**config.mk**
```make
export PLATFORM = sky130hd
export DESIGN_NAME = bias_glb_reader
export DESIGN_NICKNAME = d
export VERILOG_FILES = /design/src/rtl/glb_pkg.sv /design/src/rtl/bias_skid_fifo.sv /design/src/rtl/bias_glb_reader.sv
export SDC_FILE = /design/constraint.sdc
export NUM_CORES = 1
export LEC_CHECK = 0
export CORE_MARGIN = 8
export CORE_UTILIZATION = 34
export DETAILED_ROUTE_END_ITERATION = 16
export MAX_ROUTING_LAYER = met4
export PLACE_DENSITY = 0.64
export SLEW_MARGIN = 20
export SYNTH_ARGS = -nofsm -noshare
export SYNTH_HDL_FRONTEND = slang
export SYNTH_SLANG_ARGS = --single-unit
```
**constraint.sdc**
```tcl
create_clock -name clk -period 2.1 [get_ports clk]
set_input_delay 0.42 -clock clk [delete_from_list [all_inputs] [get_ports clk]]
set_output_delay 0.42 -clock clk [all_outputs]
set_load 0.02 [all_outputs]
```
**src/rtl/glb_pkg.sv**
```systemverilog
// Shared types and constants for the global-buffer read sequencers.
package glb_pkg;

  typedef enum logic [1:0] {
    IDLE,
    READ,
    DRAIN,
    DONE
  } rd_state_t;

  localparam int GLB_RD_LATENCY = 1;
  localparam int FIFO_DEPTH     = 2;

endpackage

```
**src/rtl/bias_skid_fifo.sv**
```systemverilog
// Small in-order FIFO that absorbs the GLB read latency under stream backpressure.
module bias_skid_fifo
  import glb_pkg::*;
#(
  parameter int DATA_WIDTH = 16
) (
  input  logic                  clk,
  input  logic                  rst,
  input  logic                  push_i,
  input  logic [DATA_WIDTH-1:0] data_i,
  input  logic                  pop_i,
  output logic                  full_o,
  output logic                  empty_o,
  output logic [DATA_WIDTH-1:0] data_o
);

  localparam int PTR_W = $clog2(FIFO_DEPTH);
  localparam int CNT_W = $clog2(FIFO_DEPTH + 1);

  logic [DATA_WIDTH-1:0] mem_q [FIFO_DEPTH];
  logic [PTR_W-1:0]      wr_ptr_q, rd_ptr_q;
  logic [CNT_W-1:0]      count_q;
  logic                  do_push, do_pop;

  assign full_o  = (count_q == CNT_W'(FIFO_DEPTH));
  assign empty_o = (count_q == '0);
  assign data_o  = empty_o ? '0 : mem_q[rd_ptr_q];
  assign do_pop  = pop_i && !empty_o;
  // A pop frees a slot in the same cycle, so a full FIFO may still accept a push.
  assign do_push = push_i && (!full_o || do_pop);

  always_ff @(posedge clk) begin
    if (rst) begin
      wr_ptr_q <= '0;
      rd_ptr_q <= '0;
      count_q  <= '0;
    end else begin
      if (do_push) wr_ptr_q <= wr_ptr_q + PTR_W'(1);
      if (do_pop)  rd_ptr_q <= rd_ptr_q + PTR_W'(1);
      count_q <= count_q + CNT_W'(do_push) - CNT_W'(do_pop);
    end
  end

  always_ff @(posedge clk) begin
    if (do_push) mem_q[wr_ptr_q] <= data_i;
  end

  a_no_overflow: assert property (@(posedge clk) disable iff (rst) !(push_i && full_o && !pop_i));

endmodule

```
**src/rtl/bias_glb_reader.sv**
```systemverilog
// Walks the bias GLB narrow read port for a (base, count) job and streams the biases in order.
module bias_glb_reader
  import glb_pkg::*;
#(
  parameter  int DATA_WIDTH = 16,
  parameter  int MEM_DEPTH  = 16,
  localparam int ADDR_WIDTH = $clog2(MEM_DEPTH)
) (
  input  logic                  clk,
  input  logic                  rst,
  input  logic                  start,
  input  logic [ADDR_WIDTH-1:0] base_addr,
  input  logic [ADDR_WIDTH:0]   num_biases,
  output logic                  busy,
  output logic                  done,
  output logic                  re_b,
  output logic                  we_b,
  output logic [ADDR_WIDTH-1:0] addr_b,
  output logic [DATA_WIDTH-1:0] wdata_b,
  input  logic [DATA_WIDTH-1:0] rdata_b,
  output logic [DATA_WIDTH-1:0] bias_out,
  output logic                  bias_valid,
  input  logic                  bias_ready
);

  rd_state_t                 state_q, state_d;
  logic [ADDR_WIDTH-1:0]     addr_q, addr_d;
  logic [ADDR_WIDTH:0]       rem_q, rem_d;
  logic [GLB_RD_LATENCY-1:0] inflight_q, inflight_d;
  logic                      issue, issue_ok, pop, fifo_full, fifo_empty;

  bias_skid_fifo #(.DATA_WIDTH(DATA_WIDTH)) u_fifo (
    .clk     (clk),
    .rst     (rst),
    .push_i  (inflight_q[GLB_RD_LATENCY-1]),
    .data_i  (rdata_b),
    .pop_i   (pop),
    .full_o  (fifo_full),
    .empty_o (fifo_empty),
    .data_o  (bias_out)
  );

  assign bias_valid = !fifo_empty;
  assign pop        = bias_valid && bias_ready;
  // Occupancy plus in-flight must stay below two unless a pop makes room this cycle.
  assign issue_ok   = (inflight_q[0] ? fifo_empty : !fifo_full) || pop;
  assign busy       = (state_q != IDLE);
  assign re_b       = issue;
  assign addr_b     = issue ? addr_q : '0;
  assign we_b       = 1'b0;
  assign wdata_b    = '0;
  assign inflight_d = GLB_RD_LATENCY'(issue);

  always_ff @(posedge clk) begin
    if (rst) begin
      state_q    <= IDLE;
      addr_q     <= '0;
      rem_q      <= '0;
      inflight_q <= '0;
    end else begin
      state_q    <= state_d;
      addr_q     <= addr_d;
      rem_q      <= rem_d;
      inflight_q <= inflight_d;
    end
  end

  always_comb begin
    state_d = state_q;
    addr_d  = addr_q;
    rem_d   = rem_q;
    issue   = 1'b0;
    done    = 1'b0;
    case (state_q)
      IDLE: begin
        if (start) begin
          addr_d  = base_addr;
          rem_d   = num_biases;
          state_d = (num_biases == '0) ? DONE : READ;
        end
      end
      READ: begin
        if (issue_ok) begin
          issue  = 1'b1;
          addr_d = addr_q + ADDR_WIDTH'(1);
          rem_d  = rem_q - (ADDR_WIDTH+1)'(1);
          if (rem_q == (ADDR_WIDTH+1)'(1)) state_d = DRAIN;
        end
      end
      DRAIN: begin
        // With nothing in flight, the FIFO is empty after this cycle if it is empty now or its last entry pops.
        if (!inflight_q[0] && (fifo_empty || (pop && !fifo_full))) state_d = DONE;
      end
      DONE: begin
        done    = 1'b1;
        state_d = IDLE;
      end
      default: state_d = IDLE;
    endcase
  end

endmodule

```
==> metrics.txt, run 1 <==
fill cell count 712; Synth area leader edfxtp_1; RSZ-0062 raised after global routing no; Setup TNS 0 ps; gr usage total 10.62%; Via Count 1,740; Final Cycle Share 96.08%; routability congestion estimate 0.7825; core box area 7137 um^2; antenna-violating nets left 0; layout cell share with drive strength beyond 1 15.68%; Hold Vio Cnt, Final 0; Non-Filler Instances 386; Post-synth ARST share 0%; Post-DP HPWL 3.859 mm; final core utilization 45.58%; GRT overflow 0; Die Y-Extent 100.9 um; power per cell area 1257 nW/um^2; initial DRC count 72; Combinational Power Share 49.2%; worst hold slack 500.1 ps; internal power 2.546 mW; Worst Path Max Fanout 5; worst skew pair latency 300 ps; CTS tree yes; maxcap violations 0; CTS clk-pin slew, worst paths 90 ps; TritonCTS Sinks 49; Synth Instances 219; Place WS -311.1 ps; power share of the clock group 17.3%; yosys warns 0; boundary pin count 70; outcome complete, no violations; Final setup viols 0; Yosys top cell area share 39.18%; Setup crit start kind register; H-tree Lvls 2; Crit. End Element output port; pin count of the biggest net entering global routing 23; drt pass-1 iters 4; P_leak 1.320 nW; vias in the first global route 1,841; Synth-to-Final Area Change 32.65%; slowest CP cell mux2_2; full die area 10,190 um^2; Max stage delay on crit path 370 ps; crit path time final 2018 ps; Slew Viols, Final 0; CTS root buf clkbuf_8; switching share of power 37.72%; layout net count 324; CTS Hold Bufs 0; maximum clock rate 495.6 MHz; count of input and output buffers 52; sw power 1.542 mW; syn_area_per_cell 11.20 um^2; synthesized area 2452 um^2; DRC 0; Critical Path RT 1680 ps; Initial Util 34.36%; worst path cell trace mux2_2, a21bo_2, inv_2, and2_1, buf_2; Cell variety after synth 43; EDFF count, synth 32; postcts setup bufs 0; post-DR vias/cell 4.508; sequential power share 33.5%; initial antenna violation count 0; final setup margin 82.38 ps; Worst Path Arrival 1600 ps; placed cells 378; first-pass GRT wire length 8.369 mm; buffer depth of the longest clock path 2; cell row count 31; chip width 100.9 um; Hold Crit Class register to register; register area share after synthesis 53.06%; maximum vdd drop 0.0005816 V; crit path kind register to output port; Antenna Cells 0; WL/cell 13.17 um; Inserted Clock Buffers 5; dominant synthesized flop cell edfxtp_1; ranking of synthesized cells by area edfxtp_1 (39%), dfxtp_1 (14%), mux2i_1 (7.8%); Worst Skew 5.075 ps; WL final 5.082 mm; Yosys reg bits 49; r2r setup slk 170 ps
## timing repair
action,4_1_cts,5_1_grt
setup endpoints to repair,23,5
gates cloned,0,0
resized for setup,36,2
## power groups by stage
stage	Sequential (mW)	Combinational (mW)	Clock, mW
3_3_place_gp	1.38	2.14	0
6_report	1.37	2.01	0.706
2_1_floorplan	1.36	1.33	0
4_1_cts	1.37	2.05	0.714
3_5_place_dp	1.39	2.17	0
5_1_grt	1.39	2.21	0.765
## layout make-up
class | count | area (um^2) | area share [%]
Timing Repair Buffer | 69 | 663.1 | 20.38
Clock inverter | 2 | 37.54 | 1.154
Multi-Input combinational cell | 144 | 980.9 | 30.15
Inverter | 17 | 63.81 | 1.962
Sequential cell | 49 | 1301 | 40.00
Tap cell | 99 | 123.9 | 3.808
Clock buffer | 6 | 82.58 | 2.538
## logic make-up (layout without fill, tap and decap cells)
kind of cell    Yosys count  after routing  share of synthesized area (%)
compound gates           32             32                          10.05
xor+xnor                  4              4                          1.429
fa+ha+maj                 9              9                          4.592
buf+inv                  42             94                          9.387
flops                    49             49                          53.06
mux                      22             22                          9.132
other cells               1             17                         0.1529
simple gates             60             60                          12.19
## state kept, by name, summed over array words and instances (netlist names), named ones only
| signal | cells |
|---|---|
| addr_q | 4 |
| u_fifo.wr_ptr_q | 1 |
| rem_q | 5 |
| u_fifo.count_q | 2 |
| inflight_q | 1 |
| u_fifo.mem_q | 32 |
| state_q | 2 |
| u_fifo.rd_ptr_q | 1 |
## per-layer routing
| layer | track usage [%] | wire length [um] | up-vias |
|---|---|---|---|
| li1 | - | - | 859 |
| met4 | 2.635 | 52 | 0 |
| met2 | 17.27 | 2353 | 55 |
| met3 | 3.108 | 349 | 8 |
| met5 | - | 0 | - |
| met1 | 12.60 | 2326 | 818 |
## final timing paths
| check | startpoint | endpoint | depth (start not counted) |
|---|---|---|---|
| worst min register to register | rem_q[4] | rem_q[4] | 2 |
| worst min-delay path | rem_q[4] | rem_q[4] | 2 |
| worst max register to register | state_q[1] | addr_q[0] | 8 |
| worst max-delay path | u_fifo.count_q[0] | addr_b[2] | 5 |
## critical path: cells and delay by family (launching register included)
| family | cells | cell delay (ps) |
|---|---|---|
| mux | 1 | 370 |
| simple gates | 1 | 120 |
| buf+inv | 2 | 230 |
| compound gates | 1 | 230 |
| flops | 1 | 360 |
## Yosys cell counts (3+ instances only)
master    instances
nor2_1           29
buf_4            17
xnor2_1           3
a21oi_1           8
and2_1            5
nand2_1           7
inv_1            17
clkbuf_1          6
ha_1              9
o21ai_0           8
mux2i_1          19
nor2b_1           5
dfxtp_1          17
edfxtp_1         32
## cells in the final DEF (no fill, tap or decap), types with 3 or more instances in the layout
cell type        Yosys  layout
clkdlybuf4s50_1      0      29
dfxtp_1             17      17
a21oi_1              8       8
buf_12               0       5
dlygate4sd2_1        0      18
xnor2_1              3       3
edfxtp_1            32      32
nor2_1              29      29
clkbuf_8             0       6
buf_4               17      12
buf_2                1       4
nor2b_1              5       5
conb_1               1      17
and2_1               5       5
mux2i_1             19      19
o21ai_0              8       8
inv_1               17      16
ha_1                 9       9
nand2_1              7       7
## through the flow
stage	instance area (um^2)	total power, mW
2_1_floorplan	2512	2.697
3_3_place_gp	3181	3.519
3_5_place_dp	3181	3.562
4_1_cts	3258	4.131
5_1_grt	3253	4.372
6_report	3253	4.088
Power figures use the tool's default switching activity.
==> inputs of run 2 (changes only) <==
PLACE_DENSITY = default   (was 0.64)
==> run 2 against run 1 <==
  * Fmax increased by 0.37%
  * Sequential power about the same
  * Via count shrank 1.6%
  * Combinational power hardly changed
  * Sequential share of layout area is essentially flat
  * Clock power fell by 6.2%
  * Clock-buffer cell count decreased by 1
  * Cell area about the same
  * Core utilization barely moved
  * Setup slack improved by 7.4 ps
  * Flip-flop and latch count is the same
  * Critical endpoint unchanged
  * Largest cell class unchanged
  * Largest power group unchanged
  * Highest routed layer unchanged
==> metrics.txt, run 2 (synthesis gave the netlist of run 1 again) <==
outcome complete, no violations; routability congestion estimate 0.7600 (-2.9%); TritonCTS Sinks 49 (unchanged); post-DR vias/cell 4.426 (-1.8%); gr usage total 9.921% (-0.70 points); Hold Crit Class register to register; Worst Skew 8.274 ps (+3.199 ps); worst skew pair latency 300 ps (about the same); vias in the first global route 1,722 (-6.5%); Via Count 1,713 (-1.6%); Slew Viols, Final 0 (unchanged); Reg with most FFs u_fifo.mem_q; CTS Hold Bufs 0 (unchanged); buffer depth of the longest clock path 2 (unchanged); DRC 0 (unchanged); chip width 100.9 um (unchanged); Die Y-Extent 100.9 um (unchanged); count of input and output buffers 52 (unchanged); registers with the most flip-flops u_fifo.mem_q (32), rem_q (5), addr_q (4); met2 WL 2.298 mm (-2.3%); maximum clock rate 497.5 MHz (+0.37%); Final Cycle Share 95.72% (-0.35 points); power per cell area 1237 nW/um^2 (-1.5%); placed cells 379 (+0.26%); H-tree Lvls 2 (unchanged); highest metal used met4; Initial Util 34.36% (unchanged); Worst Path Max Fanout 5 (unchanged); WL final 4.885 mm (-3.9%); RSZ-0062 raised after global routing no; crit path time final 2010 ps (-7.433 ps); boundary pin count 70 (unchanged); cell row count 31 (unchanged); antenna-violating nets left 0 (unchanged); Synth-to-Final Area Change 32.76% (about the same); CTS root buf clkbuf_8; maximum vdd drop 0.0006534 V (+12%); WL/cell 12.62 um (-4.1%); Critical Path RT 1680 ps (about the same); Post-DP HPWL 3.645 mm (-5.6%); full die area 10,190 um^2 (unchanged); maxcap violations 0 (unchanged); most frequent cells in the layout edfxtp_1 (32), nor2_1 (29), clkdlybuf4s50_1 (29), mux2i_1 (19), dlygate4sd2_1 (18); CTS tree yes; GRT overflow 0 (unchanged); Crit. End Element output port; Met3 Wirelength 347 um (-0.57%); Antenna Cells 0 (unchanged); initial DRC count 59 (-18%); CTS clk-pin slew, worst paths 90 ps (about the same); Inserted Clock Buffers 5 (unchanged); Non-Filler Instances 387 (+0.26%); pin count of the biggest net entering global routing 23 (unchanged); initial antenna violation count 0 (unchanged); commonest non-fill, non-tap cell in the layout edfxtp_1; Setup TNS 0 ps (unchanged); Final setup viols 0 (unchanged); layout net count 325 (+0.31%); postcts setup bufs 0 (unchanged); crit path kind register to output port; drt pass-1 iters 4 (unchanged); Setup crit start kind register; metal1 wirelength 2.192 mm (-5.8%); first-pass GRT wire length 7.914 mm (-5.4%); P_leak 1.320 nW (about the same); layout cell share with drive strength beyond 1 15.63% (-0.054 points); Hold Vio Cnt, Final 0 (unchanged); core box area 7137 um^2 (unchanged); number of flip-flops in the largest register 32 (unchanged); Worst Path Arrival 1590 ps (about the same); post-CTS sizing 36 (unchanged)
[run 2: cell count changes in the layout (fill, tap and decap cells not counted)]
cell and delta:
buf_2 -2, buf_4 +3, clkbuf_8 -1, clkinv_1 +1
[run 2: worst max-delay path, stage by stage (launching register included)]
cell and delay, ps:
dfxtp_1 340, mux2_2 340, a21bo_2 230, inv_2 90
and2_1 150, buf_4 140
[run 2: path summary, 6_finish.rpt]
kind | cells after the start | slack, ps | endpoint | startpoint
max | 5 | 90 | addr_b[2] | u_fifo.count_q[0]
max reg2reg | 8 | 190 | addr_q[0] | state_q[1]
min | 2 | 510 | rem_q[4] | rem_q[4]
min reg2reg | 2 | 510 | rem_q[4] | rem_q[4]
[run 2: per-stage QoR]
stage          hold slack [ps]  worst slack, ps  instance area [um^2]  util, %  power, mW
5_1_grt                  518.8            3.542                  3256    45.62      4.315
4_1_cts                  516.1            8.980                  3254    45.60      4.098
3_5_place_dp             497.9           -383.4                  3188    44.67      3.555
6_report                 508.8            89.81                  3256    45.62      4.028
2_1_floorplan            461.8            94.89                  2512        -      2.697
3_3_place_gp             479.6           -375.9                  3188    44.67      3.530
[run 2: routing by layer]
layer / GRT usage [%] / up-vias
li1: - / 864
met1: 11.21 / 785
met2: 16.66 / 58
met3: 2.970 / 6
met4: 2.749 / 0
met5: - / -
[run 2: cell type report]
type | count | area, um^2
well taps | 99 | 123.9
fillers | 710 | 3881
repair buffers | 70 | 675.6
multi-input cells | 144 | 980.9
inverters | 17 | 63.81
clock buffers | 5 | 68.82
flip-flops and latches | 49 | 1301
clock inverters | 3 | 41.29
[run 2: report_power, final]
| group | internal [mW] | switching (mW) | leakage [nW] |
|---|---|---|---|
| logic | 0.926 | 1.08 | 0.837 |
| registers | 1.24 | 0.124 | 0.431 |
| clock network | 0.351 | 0.311 | 0.0518 |
| total | 2.52 | 1.51 | 1.32 |
==> inputs of run 3 (changes only) <==
ABC_CLOCK_PERIOD_IN_PS = 2100   (was default)
CORE_UTILIZATION = 48   (was 34)
PLACE_DENSITY = 0.8   (was default)
==> run 3 against run 2 <==
  * Setup slack better by 9.1 ps
  * Global-route usage is 4.2 points higher
  * Critical path depth is the same
  * Total power fell by 2.9%
  * Combinational power barely moved
  * Sequential power hardly changed
  * Non-clock buffer count stayed put
==> metrics.txt, run 3 (synthesis gave the netlist of run 1 again) <==
outcome complete, no violations; Die Y-Extent 87.48 um (-13%); antenna-violating nets left 0 (unchanged); initial DRC count 39 (-34%); maxcap violations 0 (unchanged); H-tree Lvls 2 (unchanged); chip width 87.48 um (-13%); boundary pin count 70 (unchanged); routability congestion estimate 0.7888 (+3.8%); CTS clk-pin slew, worst paths 80 ps (about the same); pin count of the biggest net entering global routing 23 (unchanged); hold_sp addr_q[3]; Max stage delay on crit path 350 ps (about the same); Via Count 1,716 (+0.18%); WL final 4.944 mm (+1.2%); registers with the most flip-flops u_fifo.mem_q (32), rem_q (5), addr_q (4); drt pass-1 iters 4 (unchanged); CTS Hold Bufs 0 (unchanged); gr usage total 14.09% (+4.2 points); full die area 7652 um^2 (-25%); Worst Path Max Fanout 5 (unchanged); buffer depth of the longest clock path 2 (unchanged); worst r2r src state_q[1]; postcts setup bufs 0 (unchanged); fill cell count 435 (-39%); RSZ-0062 raised after global routing no; crit path time final 2001 ps (-9.051 ps); most frequent cells in the layout edfxtp_1 (32), nor2_1 (29), clkdlybuf4s50_1 (29), mux2i_1 (19), dlygate4sd2_1 (18); Crit. End Element output port; Worst Path Arrival 1580 ps (about the same); count of input and output buffers 52 (unchanged); Hold Crit Class register to register; Pwr Total 3.913 mW (-2.9%); layout net count 325 (unchanged); cell row count 26 (-16%); Antenna Cells 0 (unchanged); CTS root buf clkbuf_8; Worst Skew 7.368 ps (-0.9055 ps); initial antenna violation count 0 (unchanged); first-pass GRT wire length 8.362 mm (+5.7%); power per cell area 1231 nW/um^2 (-0.52%); post-CTS sizing 36 (unchanged); GRT overflow 0 (unchanged); core box area 5010 um^2 (-30%); TritonCTS Sinks 49 (unchanged); Critical Path RT 1680 ps (about the same); Post-DP HPWL 3.799 mm (+4.2%); Final setup viols 0 (unchanged); post-DR vias/cell 4.793 (+8.3%); layout cell share with drive strength beyond 1 15.63% (unchanged); slowest CP cell mux2_2; crit path kind register to output port; P_leak 1.302 nW (-1.3%); DRC 0 (unchanged); worst skew pair latency 300 ps (about the same); Reg with most FFs u_fifo.mem_q; WL/cell 13.81 um (+9.4%); Synth-to-Final Area Change 29.64%; Inserted Clock Buffers 5 (unchanged); commonest non-fill, non-tap cell in the layout edfxtp_1; maximum clock rate 499.7 MHz (+0.45%); maximum vdd drop 0.0006272 V (-4.0%); CTS tree yes; Final Cycle Share 95.29% (-0.43 points); Setup crit start kind register; number of flip-flops in the largest register 32 (unchanged); vias in the first global route 1,858 (+7.9%); worst path cell trace mux2_2, a21bo_2, inv_2, and2_1, buf_2; Initial Util 48.95% (+15 points); Slew Viols, Final 0 (unchanged); placed cells 350 (-7.7%); Hold Vio Cnt, Final 0 (unchanged); Non-Filler Instances 358 (-7.5%); crit path from u_fifo.count_q[0]
## run 3: cell count changes in the layout (fill, tap and decap cells not counted), sizes merged
cell and change:
clkinvlp +1, clkbuf +1, clkinv -1, bufinv -1
## run 3: stage by stage
step	hold slack [ps]	utilization, %	setup slack [ps]	area (um^2)	TNS, ps
4_1_cts	511.5	63.54	31.26	3183	0
2_1_floorplan	461.8	-	94.89	2512	0
5_1_grt	560.3	63.46	1.265	3179	0
3_5_place_dp	501.3	62.66	-359.2	3139	-1747
6_report	506.5	63.46	98.86	3179	0
3_3_place_gp	477.2	62.66	-329.0	3139	-1498
## run 3: cell type report
| cell class | instances | area, um^2 | share of cell area, % |
|---|---|---|---|
| sequential | 49 | 1301 | 40.93 |
| multi-input combinational | 144 | 980.9 | 30.85 |
| timing repair buffer | 70 | 658.1 | 20.70 |
| tap | 70 | 87.58 | 2.755 |
| clock buffer | 6 | 72.57 | 2.283 |
| inverter | 17 | 63.81 | 2.007 |
| clock inverter | 2 | 15.01 | 0.4723 |
## run 3: power breakdown
| group | internal, mW | leakage (nW) | switching (mW) | total, mW |
|---|---|---|---|---|
| Sequential | 1.24 | 0.431 | 0.127 | 1.37 |
| Clock | 0.235 | 0.0374 | 0.304 | 0.539 |
| Combinational | 0.915 | 0.834 | 1.09 | 2.01 |
| Total | 2.39 | 1.30 | 1.52 | 3.91 |
## run 3: worst paths after layout
check | endpoint | slack (ps) | cells past startpoint
setup / recovery | addr_b[2] | 100 | 5
hold / removal | addr_q[3] | 510 | 2
setup reg to reg | addr_q[0] | 190 | 8
hold reg to reg | addr_q[3] | 510 | 2
## run 3: worst max-delay path: cells and delay by family, from the launching register on
kind,cells,cell delay [ps]
AO/OA/AOI/OAI,1,230
flip-flops,1,340
multiplexers,1,350
AND/OR/NAND/NOR,1,130
buffers and inverters,2,240
## run 3: layer usage
| metal | part of all wire [%] | wire length, um | GRT usage (%) |
|---|---|---|---|
| met1 | 41 | 2012 | 15.13 |
| met2 | 51 | 2516 | 24.93 |
| met3 | 7.0 | 345 | 3.396 |
| met4 | 1.4 | 70 | 4.375 |
| met5 | 0 | 0 | - |
